**config.mk**
```make
export PLATFORM = sky130hd
export DESIGN_NAME = lcd_write_ctrl_flat
export DESIGN_NICKNAME = d
export VERILOG_FILES = /design/src/rtl/lcd_write_ctrl_if.sv /design/src/rtl/lcd_write_ctrl.sv /design/src/flat_wrapper.sv
export SDC_FILE = /design/constraint.sdc
export NUM_CORES = 1
export LEC_CHECK = 0
export BUFFER_PORTS_ARGS = -buffer_cell sky130_fd_sc_hd__buf_4
export CORE_MARGIN = 4
export CORE_UTILIZATION = 60
export DETAILED_ROUTE_END_ITERATION = 7
export PLACE_DENSITY_LB_ADDON = 0.08
export REMOVE_ABC_BUFFERS = 1
export SKIP_LAST_GASP = 1
export SYNTH_ARGS = -nofsm -noshare
export SYNTH_HDL_FRONTEND = slang
export SYNTH_SLANG_ARGS = --single-unit
```
**constraint.sdc**
```tcl
create_clock -name clk -period 5.31 [get_ports clk]
set_clock_uncertainty 0.2 [all_clocks]
set_input_delay 1.3275 -clock clk [delete_from_list [all_inputs] [get_ports clk]]
set_output_delay 1.3275 -clock clk [all_outputs]
set_load 0.02 [all_outputs]
```
**src/rtl/lcd_write_ctrl_if.sv**
```systemverilog
// Command handshake from the code mapper plus the LCD pin group, bundled for the write controller.
// master = upstream/stimulus side, slave = lcd_write_ctrl.
interface lcd_write_ctrl_if;
    logic       cmd_valid;
    logic       cmd_ready;
    logic [5:0] cmd_hi;
    logic [5:0] cmd_lo;
    logic [5:0] lcd_bus;
    logic       lcd_e;
    logic       init_done;

    modport master (
        output cmd_valid, cmd_hi, cmd_lo,
        input  cmd_ready, lcd_bus, lcd_e, init_done
    );

    modport slave (
        input  cmd_valid, cmd_hi, cmd_lo,
        output cmd_ready, lcd_bus, lcd_e, init_done
    );
endinterface

```
**src/rtl/lcd_write_ctrl.sv**
```systemverilog
// HD44780 4-bit write sequencer: power-on init, then one byte per valid/ready handshake,
// sent as two E-strobed nibbles followed by the instruction's execution wait.
module lcd_write_ctrl #(
    parameter int unsigned T_PWRUP = 1500000,
    parameter int unsigned T_INIT1 = 410000,
    parameter int unsigned T_INIT2 = 10000,
    parameter int unsigned T_EN    = 25,
    parameter int unsigned T_NIB   = 100,
    parameter int unsigned T_CMD   = 4000,
    parameter int unsigned T_CLR   = 164000
) (
    input  logic               clk,
    input  logic               rst_n,
    lcd_write_ctrl_if.slave    bus
);

    localparam int unsigned M0      = (T_PWRUP > T_INIT1) ? T_PWRUP : T_INIT1;
    localparam int unsigned M1      = (M0 > T_CLR) ? M0 : T_CLR;
    localparam int unsigned M2      = (M1 > T_INIT2) ? M1 : T_INIT2;
    localparam int unsigned M3      = (M2 > T_CMD) ? M2 : T_CMD;
    localparam int unsigned M4      = (M3 > T_NIB) ? M3 : T_NIB;
    localparam int unsigned CNT_MAX = (M4 > T_EN) ? M4 : T_EN;
    localparam int          CW      = $clog2(CNT_MAX + 1);

    typedef enum logic [3:0] {
        ST_PWRUP,
        ST_SETUP_HI,
        ST_E_HI,
        ST_HOLD_HI,
        ST_GAP,
        ST_SETUP_LO,
        ST_E_LO,
        ST_HOLD_LO,
        ST_EXEC,
        ST_IDLE
    } state_e;

    typedef struct packed {
        logic          whole;    // full byte; otherwise only the low nibble is sent
        logic [7:0]    data;
        logic [CW-1:0] wait_len;
    } init_cmd_t;

    function automatic logic [CW-1:0] exec_len(input logic rs, input logic [7:0] data);
        exec_len = (!rs && (data == 8'h01 || data == 8'h02)) ? CW'(T_CLR) : CW'(T_CMD);
    endfunction

    // Steps 0..3 are the bare 0x3/0x3/0x3/0x2 nibbles that force 4-bit mode.
    function automatic init_cmd_t init_cmd(input logic [2:0] idx);
        case (idx)
            3'd0:    init_cmd = '{whole: 1'b0, data: 8'h03, wait_len: CW'(T_INIT1)};
            3'd1:    init_cmd = '{whole: 1'b0, data: 8'h03, wait_len: CW'(T_INIT2)};
            3'd2:    init_cmd = '{whole: 1'b0, data: 8'h03, wait_len: CW'(T_CMD)};
            3'd3:    init_cmd = '{whole: 1'b0, data: 8'h02, wait_len: CW'(T_CMD)};
            3'd4:    init_cmd = '{whole: 1'b1, data: 8'h28, wait_len: exec_len(1'b0, 8'h28)};
            3'd5:    init_cmd = '{whole: 1'b1, data: 8'h0C, wait_len: exec_len(1'b0, 8'h0C)};
            3'd6:    init_cmd = '{whole: 1'b1, data: 8'h01, wait_len: exec_len(1'b0, 8'h01)};
            default: init_cmd = '{whole: 1'b1, data: 8'h06, wait_len: exec_len(1'b0, 8'h06)};
        endcase
    endfunction

    state_e        state_q, state_d;
    logic [CW-1:0] cnt_q, cnt_d;
    logic [CW-1:0] exec_q, exec_d;
    logic [2:0]    step_q, step_d;
    logic          rs_q, rs_d;
    logic [7:0]    byte_q, byte_d;
    logic [5:0]    lcd_bus_q, lcd_bus_d;
    logic          lcd_e_q, lcd_e_d;
    logic          cmd_ready_q, cmd_ready_d;
    logic          init_done_q, init_done_d;

    logic          start_step;
    logic [2:0]    next_step;
    logic          cnt_last;
    init_cmd_t     ic;

    assign cnt_last = (cnt_q == CW'(1));

    always_comb begin
        // NOTE: every variable gets a default before the case so no path leaves it unassigned (no latches).
        state_d     = state_q;
        cnt_d       = cnt_q;
        exec_d      = exec_q;
        step_d      = step_q;
        rs_d        = rs_q;
        byte_d      = byte_q;
        init_done_d = init_done_q;
        start_step  = 1'b0;
        next_step   = step_q;
        ic          = '0;

        case (state_q)
            ST_PWRUP: begin
                // Counter is cleared by reset, so the first cycle here arms the power-up wait.
                if (cnt_q == '0) begin
                    cnt_d = CW'(T_PWRUP);
                end else if (cnt_last) begin
                    cnt_d      = '0;
                    start_step = 1'b1;
                    next_step  = 3'd0;
                end else begin
                    cnt_d = cnt_q - 1'b1;
                end
            end
            ST_IDLE: begin
                if (bus.cmd_valid && cmd_ready_q) begin
                    rs_d    = bus.cmd_hi[5];
                    byte_d  = {bus.cmd_hi[3:0], bus.cmd_lo[3:0]};
                    exec_d  = exec_len(bus.cmd_hi[5], {bus.cmd_hi[3:0], bus.cmd_lo[3:0]});
                    state_d = ST_SETUP_HI;
                end
            end
            ST_SETUP_HI: begin
                state_d = ST_E_HI;
                cnt_d   = CW'(T_EN);
            end
            ST_E_HI: begin
                cnt_d = cnt_q - 1'b1;
                if (cnt_last) state_d = ST_HOLD_HI;
            end
            ST_HOLD_HI: begin
                state_d = ST_GAP;
                cnt_d   = CW'(T_NIB);
            end
            ST_GAP: begin
                cnt_d = cnt_q - 1'b1;
                if (cnt_last) state_d = ST_SETUP_LO;
            end
            ST_SETUP_LO: begin
                state_d = ST_E_LO;
                cnt_d   = CW'(T_EN);
            end
            ST_E_LO: begin
                cnt_d = cnt_q - 1'b1;
                if (cnt_last) state_d = ST_HOLD_LO;
            end
            ST_HOLD_LO: begin
                state_d = ST_EXEC;
                cnt_d   = exec_q;
            end
            ST_EXEC: begin
                cnt_d = cnt_q - 1'b1;
                if (cnt_last) begin
                    if (init_done_q) begin
                        state_d = ST_IDLE;
                    end else if (step_q == 3'd7) begin
                        state_d     = ST_IDLE;
                        init_done_d = 1'b1;
                    end else begin
                        start_step = 1'b1;
                        next_step  = step_q + 3'd1;
                    end
                end
            end
            default: state_d = ST_PWRUP;
        endcase

        if (start_step) begin
            ic      = init_cmd(next_step);
            step_d  = next_step;
            rs_d    = 1'b0;
            byte_d  = ic.data;
            exec_d  = ic.wait_len;
            state_d = ic.whole ? ST_SETUP_HI : ST_SETUP_LO;
        end
    end

    // Outputs are decoded from the next state so the registered pins line up with the state register.
    always_comb begin
        lcd_bus_d = lcd_bus_q;
        if (state_d == ST_SETUP_HI) lcd_bus_d = {rs_d, 1'b0, byte_d[7:4]};
        if (state_d == ST_SETUP_LO) lcd_bus_d = {rs_d, 1'b0, byte_d[3:0]};
        lcd_e_d     = (state_d == ST_E_HI) || (state_d == ST_E_LO);
        cmd_ready_d = (state_d == ST_IDLE) && init_done_d;
    end

    // NOTE: sequential state uses non-blocking assignments only; all next-state math lives in always_comb.
    // NOTE: every flop, including the data/byte registers, has the async reset so a mid-byte reset leaves nothing stale.
    always_ff @(posedge clk or negedge rst_n) begin
        if (!rst_n) begin
            state_q     <= ST_PWRUP;
            cnt_q       <= '0;
            exec_q      <= '0;
            step_q      <= 3'd0;
            rs_q        <= 1'b0;
            byte_q      <= 8'h00;
            lcd_bus_q   <= 6'b000000;
            lcd_e_q     <= 1'b0;
            cmd_ready_q <= 1'b0;
            init_done_q <= 1'b0;
        end else begin
            state_q     <= state_d;
            cnt_q       <= cnt_d;
            exec_q      <= exec_d;
            step_q      <= step_d;
            rs_q        <= rs_d;
            byte_q      <= byte_d;
            lcd_bus_q   <= lcd_bus_d;
            lcd_e_q     <= lcd_e_d;
            cmd_ready_q <= cmd_ready_d;
            init_done_q <= init_done_d;
        end
    end

    assign bus.lcd_bus   = lcd_bus_q;
    assign bus.lcd_e     = lcd_e_q;
    assign bus.cmd_ready = cmd_ready_q;
    assign bus.init_done = init_done_q;

    // RW and the upper bits of the low word are ignored; the panel is write-only from here.
    logic unused_cmd_bits;
    assign unused_cmd_bits = ^{bus.cmd_hi[4], bus.cmd_lo[5:4]};

endmodule

```
**src/flat_wrapper.sv**
```systemverilog
// flat-port wrapper written by rule: the top's interface ports become plain ports
module lcd_write_ctrl_flat 
#(
    parameter int unsigned T_PWRUP = 1500000,
    parameter int unsigned T_INIT1 = 410000,
    parameter int unsigned T_INIT2 = 10000,
    parameter int unsigned T_EN    = 25,
    parameter int unsigned T_NIB   = 100,
    parameter int unsigned T_CMD   = 4000,
    parameter int unsigned T_CLR   = 164000
)
  (clk, rst_n, bus_cmd_valid, bus_cmd_hi, bus_cmd_lo, bus_cmd_ready, bus_lcd_bus, bus_lcd_e, bus_init_done);
  lcd_write_ctrl_if bus_i ();
  input  logic clk;
  input  logic rst_n;
  input wire logic [$bits(bus_i.cmd_valid)-1:0] bus_cmd_valid;
  input wire logic [$bits(bus_i.cmd_hi)-1:0] bus_cmd_hi;
  input wire logic [$bits(bus_i.cmd_lo)-1:0] bus_cmd_lo;
  output wire logic [$bits(bus_i.cmd_ready)-1:0] bus_cmd_ready;
  output wire logic [$bits(bus_i.lcd_bus)-1:0] bus_lcd_bus;
  output wire logic [$bits(bus_i.lcd_e)-1:0] bus_lcd_e;
  output wire logic [$bits(bus_i.init_done)-1:0] bus_init_done;
  assign bus_i.cmd_valid = bus_cmd_valid;
  assign bus_i.cmd_hi = bus_cmd_hi;
  assign bus_i.cmd_lo = bus_cmd_lo;
  assign bus_cmd_ready = bus_i.cmd_ready;
  assign bus_lcd_bus = bus_i.lcd_bus;
  assign bus_lcd_e = bus_i.lcd_e;
  assign bus_init_done = bus_i.init_done;
  lcd_write_ctrl #(.T_PWRUP(T_PWRUP), .T_INIT1(T_INIT1), .T_INIT2(T_INIT2), .T_EN(T_EN), .T_NIB(T_NIB), .T_CMD(T_CMD), .T_CLR(T_CLR)) u_core (.clk(clk), .rst_n(rst_n), .bus(bus_i));
endmodule
```
**After elaboration in Yosys (flattened, before gate mapping)**

Index checks and enable logic that the tools add are counted.

- $add $sub $neg: 2
- Equal/unequal tests: 24
- Mux-type cells: 43
- Reduce and logical (&&, ||, !) cells: 16

Operator list:

| operator | number |
|---|---|
| one-hot mux 30 bit (7 select lines) | 1 |
| 2-to-1 mux 21 bit | 5 |
| one-hot mux 21 bit (5 select lines) | 1 |
| one-hot mux 4 bit (10 select lines) | 1 |
| 2-to-1 mux 4 bit | 8 |
| 2-to-1 mux 30 bit | 1 |
| equality test 4 x 3 -> 1 bit (second input constant) | 6 |
| 2-to-1 mux 8 bit | 3 |
| equality test 21 x 1 -> 1 bit (second input constant) | 1 |
| logical NOT 21 bit | 1 |
| subtractor 21 x 1 -> 21 bit (second input constant) | 1 |
| 2-to-1 mux 18 bit | 1 |
| 2-to-1 mux 3 bit | 6 |
| equality test 3 bit (second input constant) | 4 |
| equality test 4 x 2 -> 1 bit (second input constant) | 3 |
| equality test 4 bit (second input constant) | 3 |
| 2-to-1 mux 1 bit | 12 |
| 2-to-1 mux 6 bit | 2 |
| equality test 4 x 1 -> 1 bit (second input constant) | 2 |
| equality test 8 x 1 -> 1 bit (second input constant) | 1 |
| equality test 8 x 2 -> 1 bit (second input constant) | 1 |
| equality test 3 x 2 -> 1 bit (second input constant) | 2 |
| one-hot mux 3 bit (2 select lines) | 1 |
| nonzero test 2 bit | 3 |
| 12 further kinds | 15 |

- Register bits: 67
- Output and inout bits: 9
- Logic and storage cells: 95

**Longest topological paths before layout**

- Depth in word-level cells: 13
- Mapped depth: 11
- Mapped depth without buffers: 10

**Worst setup path after synthesis**

OpenSTA, ideal clock, no wires.

- Kind: register -> register
- Start point: register u_core.cnt_q[1]
- End point: register u_core.lcd_bus_q[0], in the netlist u_core.bus.lcd_bus[0]
- Arrival time: 2.574 ns
- Slack: 2.418 ns
- Cell stages (with the launch flop): 11
- Path buffers: 2
- Clock period less this slack: 2.892 ns
- Cells stage by stage: dfrtp_1 -> inv_1 -> ha_1 -> or4b_1 -> clkbuf_1 -> or3_1 -> a211o_1 -> buf_6 -> mux2i_1 -> a21o_2 -> a21o_1

RTL lines:

| element | RTL line | text |
|---|---|---|
| start: declaration | lcd_write_ctrl.sv:63 | `logic [CW-1:0] cnt_q, cnt_d;` |
| start signal: assignment | lcd_write_ctrl.sv:194 | `cnt_q <= cnt_d;` |
| equality test 21 x 1 -> 1 bit | lcd_write_ctrl.sv:78 | `assign cnt_last = (cnt_q == CW'(1));` |
| 2-to-1 mux 3 bit | lcd_write_ctrl.sv:98 | `end else if (cnt_last) begin` |
| 2-to-1 mux 3 bit | lcd_write_ctrl.sv:96 | `if (cnt_q == '0) begin` |
| one-hot mux 3 bit (2 select lines) | lcd_write_ctrl.sv:93 | `case (state_q)` |
| equality test 3 bit, or another cell as far along | lcd_write_ctrl.sv:50 | `case (idx)` |
| one-hot mux 30 bit (7 select lines) | lcd_write_ctrl.sv:50 |  |
| 2-to-1 mux 30 bit | lcd_write_ctrl.sv:159 | `if (start_step) begin` |
| 2-to-1 mux 8 bit (*) | lcd_write_ctrl.sv:159 |  |
| net u_core.byte_d[0] | lcd_write_ctrl.sv:67 | `logic [7:0] byte_q, byte_d;` |
| 2-to-1 mux 6 bit (*) | lcd_write_ctrl.sv:173 | `if (state_d == ST_SETUP_LO) lcd_bus_d = {rs_d, 1'b0, byte_d[3:0]};` |
| end signal: assignment | lcd_write_ctrl.sv:199 | `lcd_bus_q <= lcd_bus_d;` |
| end: declaration | lcd_write_ctrl.sv:68 | `logic [5:0] lcd_bus_q, lcd_bus_d;` |

The timed path passes the listed nets; every way through them passes the cells marked *. The select of a mux whose other input is x is not followed.
A chain may end at the register's enable or synchronous reset.

**Final worst setup path**

- Start point: register u_core.cnt_q[15]
- End point: register u_core.cnt_q[7]

- Cells in the longest elaborated chain, start to end: 4

Ends and longest elaborated chain:

| element | RTL line |
|---|---|
| equality test 21 x 1 -> 1 bit | lcd_write_ctrl.sv:78 |
| 2-to-1 mux 21 bit | lcd_write_ctrl.sv:98 |
| 2-to-1 mux 21 bit (*) | lcd_write_ctrl.sv:96 |
| one-hot mux 21 bit (5 select lines) (*) | lcd_write_ctrl.sv:93 |

Mark *: on every way between the ends. The rest lies on a longest branch, timed or not.

==> results <==
- The average routed wire per standard cell is 16.8 µm.
- For this run, global-route usage on met3 was measured as 4.65%.
- The share of the synthesized area in compound gates (AO/OA/AOI/OAI) is 24.1%.
- In the final timing run, aggregate negative setup slack is 0 ns.
- After clock tree synthesis, the setup repair step added 0 buffers.
- The combined global-route utilization of all metal layers is 24.0%.
- The weighted congestion at the end of routability-driven global placement is 0.872.
- After routing the design area is 3260 µm².
- Across the run, the number of max-cap violations was 0.
- The total instance count after detailed placement is 405.
- The chip width is 78.8 µm.
- The flop and latch count out of synthesis is 52.
- The adder and majority cell fraction of the synthesized area is 1.66%.
- During I/O placement, the number of pins put on the boundary was 24.
- Of the cells placed in the final design, the portion with a size suffix greater than 1 is 10.4%.
- The number of clock sinks seen by CTS is 52.
- Summing the areas of all and, or, nand and nor instances in the mapped netlist gives 23.0% of the synthesized area.
- The filler cell count is 404.
- Once detail routing completed, the nets flagged for antenna violations numbered 0.
- The largest total area in the synthesized netlist belongs to sky130_fd_sc_hd__dfrtp_1.
- The critical path is of the register to register type.
- The maximum count of clock buffers along a single path is 2.
- The initial antenna violation count was 0.
- The final antenna diode count is 0.
- After layout, the worst path uses 67.5% of the clock period.
- Clock tree synthesis selected as its root buffer the cell sky130_fd_sc_hd__clkbuf_8.
- Clock-pin slew was measured on the worst setup and hold paths at 0.10 ns.
- The area growth from synthesis to layout is 8.36%.
- The cell area after synthesis is 3010 µm².
- The type of element capturing the critical path is a register.
- The TritonCTS clock tree is yes.
- The number of pins with negative max-slew slack in the final report was 0.
- Gates resized during post-CTS repair numbered 0.
- The total vias in the final route is 2637.
- The die height is 78.8 µm.
- The final-stage net count is 364.
- Setup violations remaining at the end of the flow were counted as 0.
- The average size of a mapped cell is 8.98 µm².
- For this configuration, the core starts out at a cell density of 62.9%.
- Setup repair after global routing left no endpoint under its margin.
- The Yosys step of the flow raised 0 warnings.
- The placeable core region is 4790 µm².
- After global routing the overflow that remains totals 0.
- Using the TritonRoute via totals, the vias-per-cell ratio works out to 6.40.
- The H-tree generated during clock tree synthesis spans 2 levels.
- The floorplan has 25 rows.
- The maximum achievable frequency is 0.279 GHz.
- Global routing consumed, on the met1 layer, 32.7% of the routing resources.
- By area, the combinational part of the netlist is dominated by compound AO/OA/AOI/OAI gates.
- STA puts the critical path data required time at 5.31 ns.
- In this run the tightest slew margin relative to its limit is 19.2%.
- The fraction of synthesized cell area taken by the top area cell type is 43.2%.
- The areal power density over the cells is 199 nW/µm².
- The area of placed instances is 3170 µm².
- In the post-synthesis netlist, the biggest area contributors are sky130_fd_sc_hd__dfrtp_1, sky130_fd_sc_hd__o21ai_0, sky130_fd_sc_hd__nand2_1, sky130_fd_sc_hd__a21oi_1, sky130_fd_sc_hd__nor2_1.
- The first detailed-routing pass took 5 iterations.
- VDD sags by at most 161 µV.
- The first routing iteration left 153 violations.
- The number of buffers inserted by port buffering is 19.
- The worst-path maximum fanout is 16.
- The source-to-sink clock delay at the later pin of the worst-skew pair is 0.31 ns.
- The final critical path time including I/O delays and setup is 3.58 ns.
- The wire length reported by the detailed router is 6930 µm.
- The placed wire-length estimate is 4850 µm.
- The met2 capacity usage during global routing is 37.9%.
- The count of hold buffers inserted by post-cts repair is 0.
- The leakage power is 1.47 nW.
- The share of the Yosys chip area taken by registers is 43.2%.
- The final instance count without filler cells is 412.
- The async set or reset register ratio after synthesis is 100%.
- The worst min-delay path class is register to register.
- The fraction of synthesized area in multiplexers is 2.70%.
- The layer flagged by global routing as most heavily used is met2.
- The number of clock buffers added by TritonCTS is 5.
- The full die area is 6210 µm².
- The run finished with clean final reports.
- The number of flops mapped to enable cells by yosys is 0.
- The category of the worst setup path launch point is a register.
- The dominant synthesized flop cell is sky130_fd_sc_hd__dfrtp_1.
- The number of instances in the synthesized netlist is 335.
- The count of endpoints failing hold in the final timing report came to 0.
- Summing the areas of all xor and xnor instances in the mapped netlist gives 1.46% of the synthesized area.
- The detailed-route DRC error count is 0.
- The first global-routing pass estimated 11700 µm of wire.
- The signal arrival time at the worst endpoint is 3.58 ns.
- For the pin with the worst max-slew slack, the measured transition is 1.21 ns.
- The number of global-route vias before repair is 2400.
- Entering global routing, the biggest net connects 53 pins.
- Yosys mapped the design onto 58 distinct sky130hd cell types.
==> kinds of logic after synthesis <==
family	count (synthesis)
AND/OR/NAND/NOR	131
other	1
XOR/XNOR	5
flip-flops	52
multiplexers	8
AO/OA/AOI/OAI	108
adder cells (fa/ha/maj)	4
buffers and inverters	26
==> critical path: stages (launching register included) <==
cell	delay, ns
sky130_fd_sc_hd__dfrtp_1	0.43
sky130_fd_sc_hd__or4_1	0.68
sky130_fd_sc_hd__nor2_1	0.36
sky130_fd_sc_hd__o211ai_1	0.14
sky130_fd_sc_hd__a21oi_1	0.97
sky130_fd_sc_hd__nand2b_1	0.33
sky130_fd_sc_hd__nor3_1	0.09
sky130_fd_sc_hd__a221o_1	0.26
==> worst paths after layout <==
path,start,endpoint,slack [ns],depth (start not counted)
min,u_core.exec_q[13],u_core.exec_q[13],0.28,2
min reg2reg,u_core.exec_q[13],u_core.exec_q[13],0.28,2
min in group asynchronous,rst_n,u_core.cnt_q[8],0.84,1
max,u_core.cnt_q[15],u_core.cnt_q[7],1.73,7
max reg2reg,u_core.cnt_q[15],u_core.cnt_q[7],1.73,7
max in group asynchronous,rst_n,u_core.step_q[1],3.63,1
==> cells in the mapped netlist, types with 3 or more instances <==
cell	instances
sky130_fd_sc_hd__dfrtp_1	52
sky130_fd_sc_hd__nand2_1	32
sky130_fd_sc_hd__nor2_1	26
sky130_fd_sc_hd__o21ai_0	24
sky130_fd_sc_hd__a21oi_1	22
sky130_fd_sc_hd__nor3_1	17
sky130_fd_sc_hd__clkbuf_1	14
sky130_fd_sc_hd__a21o_1	9
sky130_fd_sc_hd__a31oi_1	8
sky130_fd_sc_hd__inv_1	7
sky130_fd_sc_hd__mux2i_1	7
sky130_fd_sc_hd__nand2b_1	7
sky130_fd_sc_hd__nand3_1	7
sky130_fd_sc_hd__nand3b_1	6
sky130_fd_sc_hd__nor4_1	6
sky130_fd_sc_hd__and3_1	5
sky130_fd_sc_hd__nand4_1	5
sky130_fd_sc_hd__nor2b_1	5
sky130_fd_sc_hd__o21a_1	5
sky130_fd_sc_hd__o22a_1	5
sky130_fd_sc_hd__ha_1	4
sky130_fd_sc_hd__or4_1	4
sky130_fd_sc_hd__a21boi_0	3
sky130_fd_sc_hd__a221o_1	3
sky130_fd_sc_hd__o211ai_1	3
sky130_fd_sc_hd__o22ai_1	3
sky130_fd_sc_hd__o31ai_1	3
sky130_fd_sc_hd__or3_1	3
sky130_fd_sc_hd__xor2_1	3
==> placed cells by master, fill, tap and decap left out, types with 4 or more instances in the layout <==
cell type	count
sky130_fd_sc_hd__or4_1	4
sky130_fd_sc_hd__o21ai_0	24
sky130_fd_sc_hd__and3_1	5
sky130_fd_sc_hd__o21a_1	5
sky130_fd_sc_hd__nand3b_1	6
sky130_fd_sc_hd__a21o_1	9
sky130_fd_sc_hd__nand4_1	5
sky130_fd_sc_hd__nor2_1	26
sky130_fd_sc_hd__nand2_1	32
sky130_fd_sc_hd__dfrtp_1	52
sky130_fd_sc_hd__nor4_1	6
sky130_fd_sc_hd__clkbuf_8	6
sky130_fd_sc_hd__inv_1	7
sky130_fd_sc_hd__mux2i_1	7
sky130_fd_sc_hd__a31oi_1	8
sky130_fd_sc_hd__nor2b_1	5
sky130_fd_sc_hd__nand3_1	7
sky130_fd_sc_hd__nand2b_1	7
sky130_fd_sc_hd__ha_1	4
sky130_fd_sc_hd__o22a_1	5
sky130_fd_sc_hd__a21oi_1	22
sky130_fd_sc_hd__buf_4	21
sky130_fd_sc_hd__nor3_1	17
==> flip-flops by register name, summed over array words and instances, names as in the netlist <==
register	flops
u_core.cnt_q	21
u_core.exec_q	10
u_core.bus.lcd_bus	5
u_core.byte_q	5
u_core.state_q	4
u_core.step_q	3
u_core.bus.cmd_ready	1
u_core.bus.init_done	1
u_core.bus.lcd_e	1
u_core.rs_q	1
==> where the power goes <==
part           switching [mW]  total, mW  internal (mW)
combinational          0.0105     0.0162        0.00574
sequential                  0      0.396          0.396
clock                   0.133      0.237          0.104
==> area by class of cell <==
class / count / area (µm²) / share of cell area, %
multi-input combinational: 257 / 1600 / 49.0
sequential: 52 / 1300 / 39.9
timing repair buffer: 21 / 158 / 4.83
tap: 67 / 83.8 / 2.57
clock buffer: 6 / 82.6 / 2.53
inverter: 8 / 30.0 / 0.921
clock inverter: 1 / 8.76 / 0.269
==> metal layers <==
metal / part of all wire, % / vias to the layer above
met2: 47 / 92
li1: - / 1266
met5: 0 / -
met4: 2.0 / 0
met1: 45 / 1263
met3: 5.9 / 16
==> through the flow <==
step | util [%] | setup WS (ns) | power (mW) | hold slack [ns]
3_5_place_dp | 66.2 | 1.79 | 0.420 | 0.260
2_1_floorplan | - | 2.30 | 0.405 | 0.239
4_1_cts | 68.1 | 1.79 | 0.656 | 0.282
5_1_grt | 68.1 | 1.53 | 0.672 | 0.313
6_report | 68.1 | 1.73 | 0.649 | 0.281
3_3_place_gp | 66.2 | 1.85 | 0.420 | 0.252
Note: power is estimated with default switching activity, not from simulation.
